`config.mk`:
```
export PLATFORM = sky130hd
export DESIGN_NAME = rf_wb_arbiter
export DESIGN_NICKNAME = d
export VERILOG_FILES = /design/src/rtl/rf_arb_pkg.sv /design/src/rtl/rf_wb_fifo.sv /design/src/rtl/rf_wb_arbiter.sv
export SDC_FILE = /design/constraint.sdc
export NUM_CORES = 1
export LEC_CHECK = 0
export BUFFER_PORTS_ARGS = -buffer_cell sky130_fd_sc_hd__buf_2
export CORE_MARGIN = 10
export CORE_UTILIZATION = 30
export CTS_CLUSTER_DIAMETER = 50
export CTS_CLUSTER_SIZE = 8
export DETAILED_ROUTE_END_ITERATION = 7
export PLACE_DENSITY_LB_ADDON = 0.3
export SYNTH_ARGS = -nofsm -noshare
export SYNTH_HDL_FRONTEND = slang
export SYNTH_SLANG_ARGS = --single-unit
```
`constraint.sdc`:
```
create_clock -name clk -period 2.4 [get_ports clk]
set_input_delay 0.6 -clock clk [delete_from_list [all_inputs] [get_ports clk]]
set_output_delay 0.6 -clock clk [all_outputs]
set_load 0.1 [all_outputs]
```
`src/rtl/rf_arb_pkg.sv`:
```
// Register-file writeback arbiter shared types.
// State encoding, source tags and address width.
package rf_arb_pkg;

  typedef enum logic {
    PRIO_A  = 1'b0,
    FORCE_B = 1'b1
  } arb_state_e;

  localparam logic SRC_A = 1'b0;
  localparam logic SRC_B = 1'b1;

  localparam int REG_ADDR_W = 5;

endpackage

```
`src/rtl/rf_wb_fifo.sv`:
```
// Small synchronous FIFO buffering source-B writebacks.
// Pointers wrap modulo DEPTH (power of two).
module rf_wb_fifo #(
  parameter int W     = 37,
  parameter int DEPTH = 2
) (
  input  logic                     clk,
  input  logic                     rst,
  input  logic                     push_i,
  input  logic                     pop_i,
  input  logic [W-1:0]             wdata_i,
  output logic [W-1:0]             rdata_o,
  output logic                     full_o,
  output logic                     empty_o,
  output logic [$clog2(DEPTH):0]   count_o
);

  localparam int AW = $clog2(DEPTH);
  localparam int CW = AW + 1;

  logic [W-1:0]  mem_q [DEPTH];
  logic [AW-1:0] wptr_q, wptr_d;
  logic [AW-1:0] rptr_q, rptr_d;
  logic [CW-1:0] cnt_q, cnt_d;
  logic          do_push, do_pop;

  assign full_o  = (cnt_q == CW'(DEPTH));
  assign empty_o = (cnt_q == '0);
  assign count_o = cnt_q;
  assign rdata_o = mem_q[rptr_q];

  assign do_push = push_i & ~full_o;
  assign do_pop  = pop_i & ~empty_o;

  // Pointer and occupancy next-state.
  always_comb begin
    wptr_d = wptr_q;
    rptr_d = rptr_q;
    cnt_d  = cnt_q;
    if (do_push) wptr_d = wptr_q + AW'(1);
    if (do_pop)  rptr_d = rptr_q + AW'(1);
    cnt_d = cnt_q + CW'(do_push) - CW'(do_pop);
  end

  // Pointer and occupancy registers.
  always_ff @(posedge clk) begin
    if (rst) begin
      wptr_q <= '0;
      rptr_q <= '0;
      cnt_q  <= '0;
    end else begin
      wptr_q <= wptr_d;
      rptr_q <= rptr_d;
      cnt_q  <= cnt_d;
    end
  end

  // Storage needs no reset; occupancy guards every read.
  always_ff @(posedge clk) begin
    if (do_push) mem_q[wptr_q] <= wdata_i;
  end

endmodule

```
`src/rtl/rf_wb_arbiter.sv`:
```
// Shares the register-file write port between A and B.
// A has priority; an aging counter forces B after a stall.
module rf_wb_arbiter
  import rf_arb_pkg::*;
#(
  parameter int XLEN         = 32,
  parameter int B_DEPTH      = 2,
  parameter int STARVE_LIMIT = 4
) (
  input  logic                    clk,
  input  logic                    rst,
  input  logic                    a_valid,
  output logic                    a_ready,
  input  logic [REG_ADDR_W-1:0]   a_addr,
  input  logic [XLEN-1:0]         a_data,
  input  logic                    b_valid,
  output logic                    b_ready,
  input  logic [REG_ADDR_W-1:0]   b_addr,
  input  logic [XLEN-1:0]         b_data,
  output logic                    rf_we,
  output logic [REG_ADDR_W-1:0]   rf_waddr,
  output logic [XLEN-1:0]         rf_wdata,
  output logic                    rf_src,
  output logic [$clog2(B_DEPTH):0] b_count
);

  localparam int FW = REG_ADDR_W + XLEN;
  localparam int WW = $clog2(STARVE_LIMIT + 1);

  arb_state_e            state_q, state_d;
  logic [WW-1:0]         wait_q, wait_d;
  logic                  we_q, we_d;
  logic [REG_ADDR_W-1:0] waddr_q, waddr_d;
  logic [XLEN-1:0]       wdata_q, wdata_d;
  logic                  src_q, src_d;

  logic [FW-1:0]         head;
  logic                  full, empty;
  logic                  force_b, gnt_a, gnt_b;

  rf_wb_fifo #(
    .W     (FW),
    .DEPTH (B_DEPTH)
  ) u_fifo (
    .clk     (clk),
    .rst     (rst),
    .push_i  (b_valid & b_ready),
    .pop_i   (gnt_b),
    .wdata_i ({b_addr, b_data}),
    .rdata_o (head),
    .full_o  (full),
    .empty_o (empty),
    .count_o (b_count)
  );

  assign b_ready = ~full;
  assign force_b = (state_q == FORCE_B) & ~empty;
  assign a_ready = ~force_b;
  assign gnt_a   = a_valid & ~force_b;
  assign gnt_b   = force_b | (~a_valid & ~empty);

  // Grant mux and next output-register values.
  always_comb begin
    we_d    = 1'b0;
    waddr_d = waddr_q;
    wdata_d = wdata_q;
    src_d   = src_q;
    if (gnt_b) begin
      waddr_d = head[FW-1 -: REG_ADDR_W];
      wdata_d = head[XLEN-1:0];
      src_d   = SRC_B;
      we_d    = (waddr_d != '0);
    end else if (gnt_a) begin
      waddr_d = a_addr;
      wdata_d = a_data;
      src_d   = SRC_A;
      we_d    = (a_addr != '0);
    end
  end

  // Aging FSM: count denied cycles, force one B grant.
  always_comb begin
    state_d = state_q;
    wait_d  = '0;
    unique case (state_q)
      PRIO_A: begin
        if (~empty & ~gnt_b) begin
          if (wait_q >= WW'(STARVE_LIMIT - 1)) begin
            wait_d  = WW'(STARVE_LIMIT);
            state_d = FORCE_B;
          end else begin
            wait_d = wait_q + WW'(1);
          end
        end
      end
      FORCE_B: begin
        state_d = PRIO_A;
      end
      default: state_d = PRIO_A;
    endcase
  end

  // State and output registers.
  always_ff @(posedge clk) begin
    if (rst) begin
      state_q <= PRIO_A;
      wait_q  <= '0;
      we_q    <= 1'b0;
      waddr_q <= '0;
      wdata_q <= '0;
      src_q   <= SRC_A;
    end else begin
      state_q <= state_d;
      wait_q  <= wait_d;
      we_q    <= we_d;
      waddr_q <= waddr_d;
      wdata_q <= wdata_d;
      src_q   <= src_d;
    end
  end

  assign rf_we    = we_q;
  assign rf_waddr = waddr_q;
  assign rf_wdata = wdata_q;
  assign rf_src   = src_q;

endmodule

```
==> metrics.cfg <==
[logic_synthesis]
yosysUniqueCellTypes = 44
netlist.area_leader.share = 0.4404
synth-adder-area-share = 0.009918
syn_nets = 475
yosysSeqAreaShare = 0.6308
synth_area_leaders = edfxtp_1 44%, dfxtp_1 19%, a21oi_1 5.5%
synth-seq-cells = 122
synth.area.mux_share = 0.05207
synth_xor_area_frac = 0.001736
synth_ff_type = edfxtp_1
yosys_warnings = 0
synth_area_mm2 = 0.005046
synth_top_family_by_area = compound AO/OA/AOI/OAI gates
synth_edf_count = 74
synth_top_area_cell = edfxtp_1
async_reset_ff_frac = 0
synth_compound_gate_area_share = 0.1718
postSynthAreaPerCell_um2 = 12.84
synth_simple_gate_area_frac = 0.09001
synth_cells = 393

[worst_setup_path]
critPathKind = register to output pin
crit_required_ps = 1800
end_kind = output pin
cp.arrival_ps = 1670
worst_setup_path_start_kind = register
critPathMaxFanout = 15

[detailed_routing]
drc_errors = 0
routedWlPerCell_um = 18.08
drtIter0Drc = 159
vias_per_cell = 4.837
wirelength_um = 13530
firstDrtPassIters = 5
via_count = 3618
detail-route-antenna-nets = 0

[place]
globalplace.congestion = 0.7631
dp_hpwl_um = 9641
portBuffers = 120

[power_and_ir_drop]
p_leak_nw = 2.463
p_sw_mw = 3.276
p_total_mw = 8.044
swShare = 0.4072
pwr-share-clk = 0.290
combPwrFrac = 0.360
max-vdd-ir-drop_mv = 0.5848
intPower_mw = 4.768
power.density_mw_per_mm2 = 1256
seqPwrFrac = 0.350

[die]
dieHeight_um = 149.7
rows = 47
coreArea_mm2 = 0.01652
start_util = 0.3054
die_w_um = 149.7
die_area_mm2 = 0.02241
ios = 121

[clocking]
clk_latency_ps = 410
cts.clk_slew.worst_paths_ps = 60
cts_resized = 0
root_buffer = clkbuf_16
cts_sinks = 122
postCtsHoldBufs = 0
postCtsSetupBuffers = 0
cts_tree = done
clk_path_buf_depth = 2
cts_buffers = 17
htreeDepth = 4

[timing]
fin_skew_ps = 9.675
fin_crit_sh = 0.9453
finalHoldViolations = 0
maxSlewHeadroom = 0.6378
rsz0062_at_grt = false
setup_viol = 0
max_slew.worst_pin.slew_ps = 543.3
setup-tns-final_ps = 0
drv_slew = 0
fmax_ghz = 0.4408
period_needed_ps = 2269

[finish]
multi_input_area_mm2 = 0.001655
final_nets = 595
drive_gt1_frac = 0.3745
final_common_cell = buf_2
final_cell_mix = 120 x buf_2, 74 x edfxtp_1, 55 x a21oi_1
seqCellArea_mm2 = 0.003189
area_growth_pct = 26.95
nFillCells = 1583

[hold_path]
hold_class = input pin to register

[grt]
grt_max_degree = 38
grt_pass1_vias = 3906
grt_use_total = 0.1214
grt-ovfl-total = 0
grt_first_pass_wirelength_um = 21110
antenna_found_initial = 3

[outcome]
status = completed

[run]
cap_violations = 0

[layout make-up]
type	count	share of cell area
antenna	2	0.0007813
multi-input combinational	231	0.2584
timing repair buffer	134	0.1102
clock buffer	25	0.07422
inverter	7	0.004688
sequential	122	0.4979
tap	220	0.04297
clock inverter	7	0.01094
[cell families (layout without fill, tap and decap cells)]
group	Yosys count	after routing
AO/OA/AOI/OAI	119	119
XOR/XNOR	1	1
adder cells (fa/ha/maj)	4	4
buffers and inverters	40	173
flip-flops	122	122
multiplexers	26	26
other	0	2
AND/OR/NAND/NOR	81	81
[flip-flops by register name (all words and copies together), names as in the netlist, named ones only]
signal and flops:
rf_src 1, u_fifo.rptr_q 1, u_fifo.wptr_q 1, rf_wdata 32
state_q 1, u_fifo.count_o 2, rf_waddr 5, rf_we 1
u_fifo.mem_q 74, wait_q 3
[per-stage QoR]
stage          worst slack, ps  instances  hold slack, ps  area (um^2)    util
5_1_grt                  58.70        747           362.7         6404  0.3875
3_3_place_gp             477.9        714           433.4         5856  0.3544
4_1_cts                  109.5        746           362.3         6401  0.3874
6_report                 131.2        748           379.6         6406  0.3877
3_5_place_dp             456.4        714           437.3         5856  0.3544
2_1_floorplan            172.2        393           436.3         5067       -
[per-layer routing]
layer | GRT usage | wire length (um) | vias to the layer above | share of wire
li1 | - | - | 1763 | -
met3 | 0.04921 | 1055 | 15 | 0.078
met5 | 0 | 7 | - | 0.00052
met4 | 0.05685 | 213 | 2 | 0.016
met2 | 0.1969 | 6723 | 93 | 0.50
met1 | 0.1371 | 5528 | 1745 | 0.41
[worst max-delay path: stages, from the launching register on]
cell	delay [ps]
dfxtp_2	500
buf_4	280
buf_2	460
[synth_stat cells, drive strengths merged (2+ instances only)]
| cell | number |
|---|---|
| a2111oi | 15 |
| a211oi | 3 |
| a21oi | 60 |
| and2 | 2 |
| and3 | 2 |
| buf | 21 |
| clkbuf | 12 |
| dfxtp | 48 |
| edfxtp | 74 |
| ha | 4 |
| inv | 7 |
| mux2 | 2 |
| mux2i | 24 |
| nand2 | 18 |
| nand2b | 5 |
| nor2 | 4 |
| nor2b | 16 |
| nor3 | 25 |
| nor4 | 2 |
| o221a | 20 |
| o31ai | 15 |
| or3 | 2 |
[final timing paths]
kind                          start                  end  slack (ps)  depth (start not counted)
hold reg to reg        rf_wdata[19]         rf_wdata[19]         450                          2
hold / removal           b_data[17]  u_fifo.mem_q[1][17]         380                          1
setup / recovery  u_fifo.count_o[0]           b_count[0]         130                          2
setup reg to reg  u_fifo.count_o[0]    u_fifo.count_o[1]         530                          9
[power by group through the flow]
stage,clock network [mW],logic (mW),registers (mW)
after floorplan,0,1.21,4.01
after global placement,0,2.89,2.85
final,2.34,2.89,2.81
after global routing,2.49,3.09,2.85
after CTS,2.40,2.92,2.82
after detailed placement,0,2.92,2.86
Power figures use the tool's default switching activity.
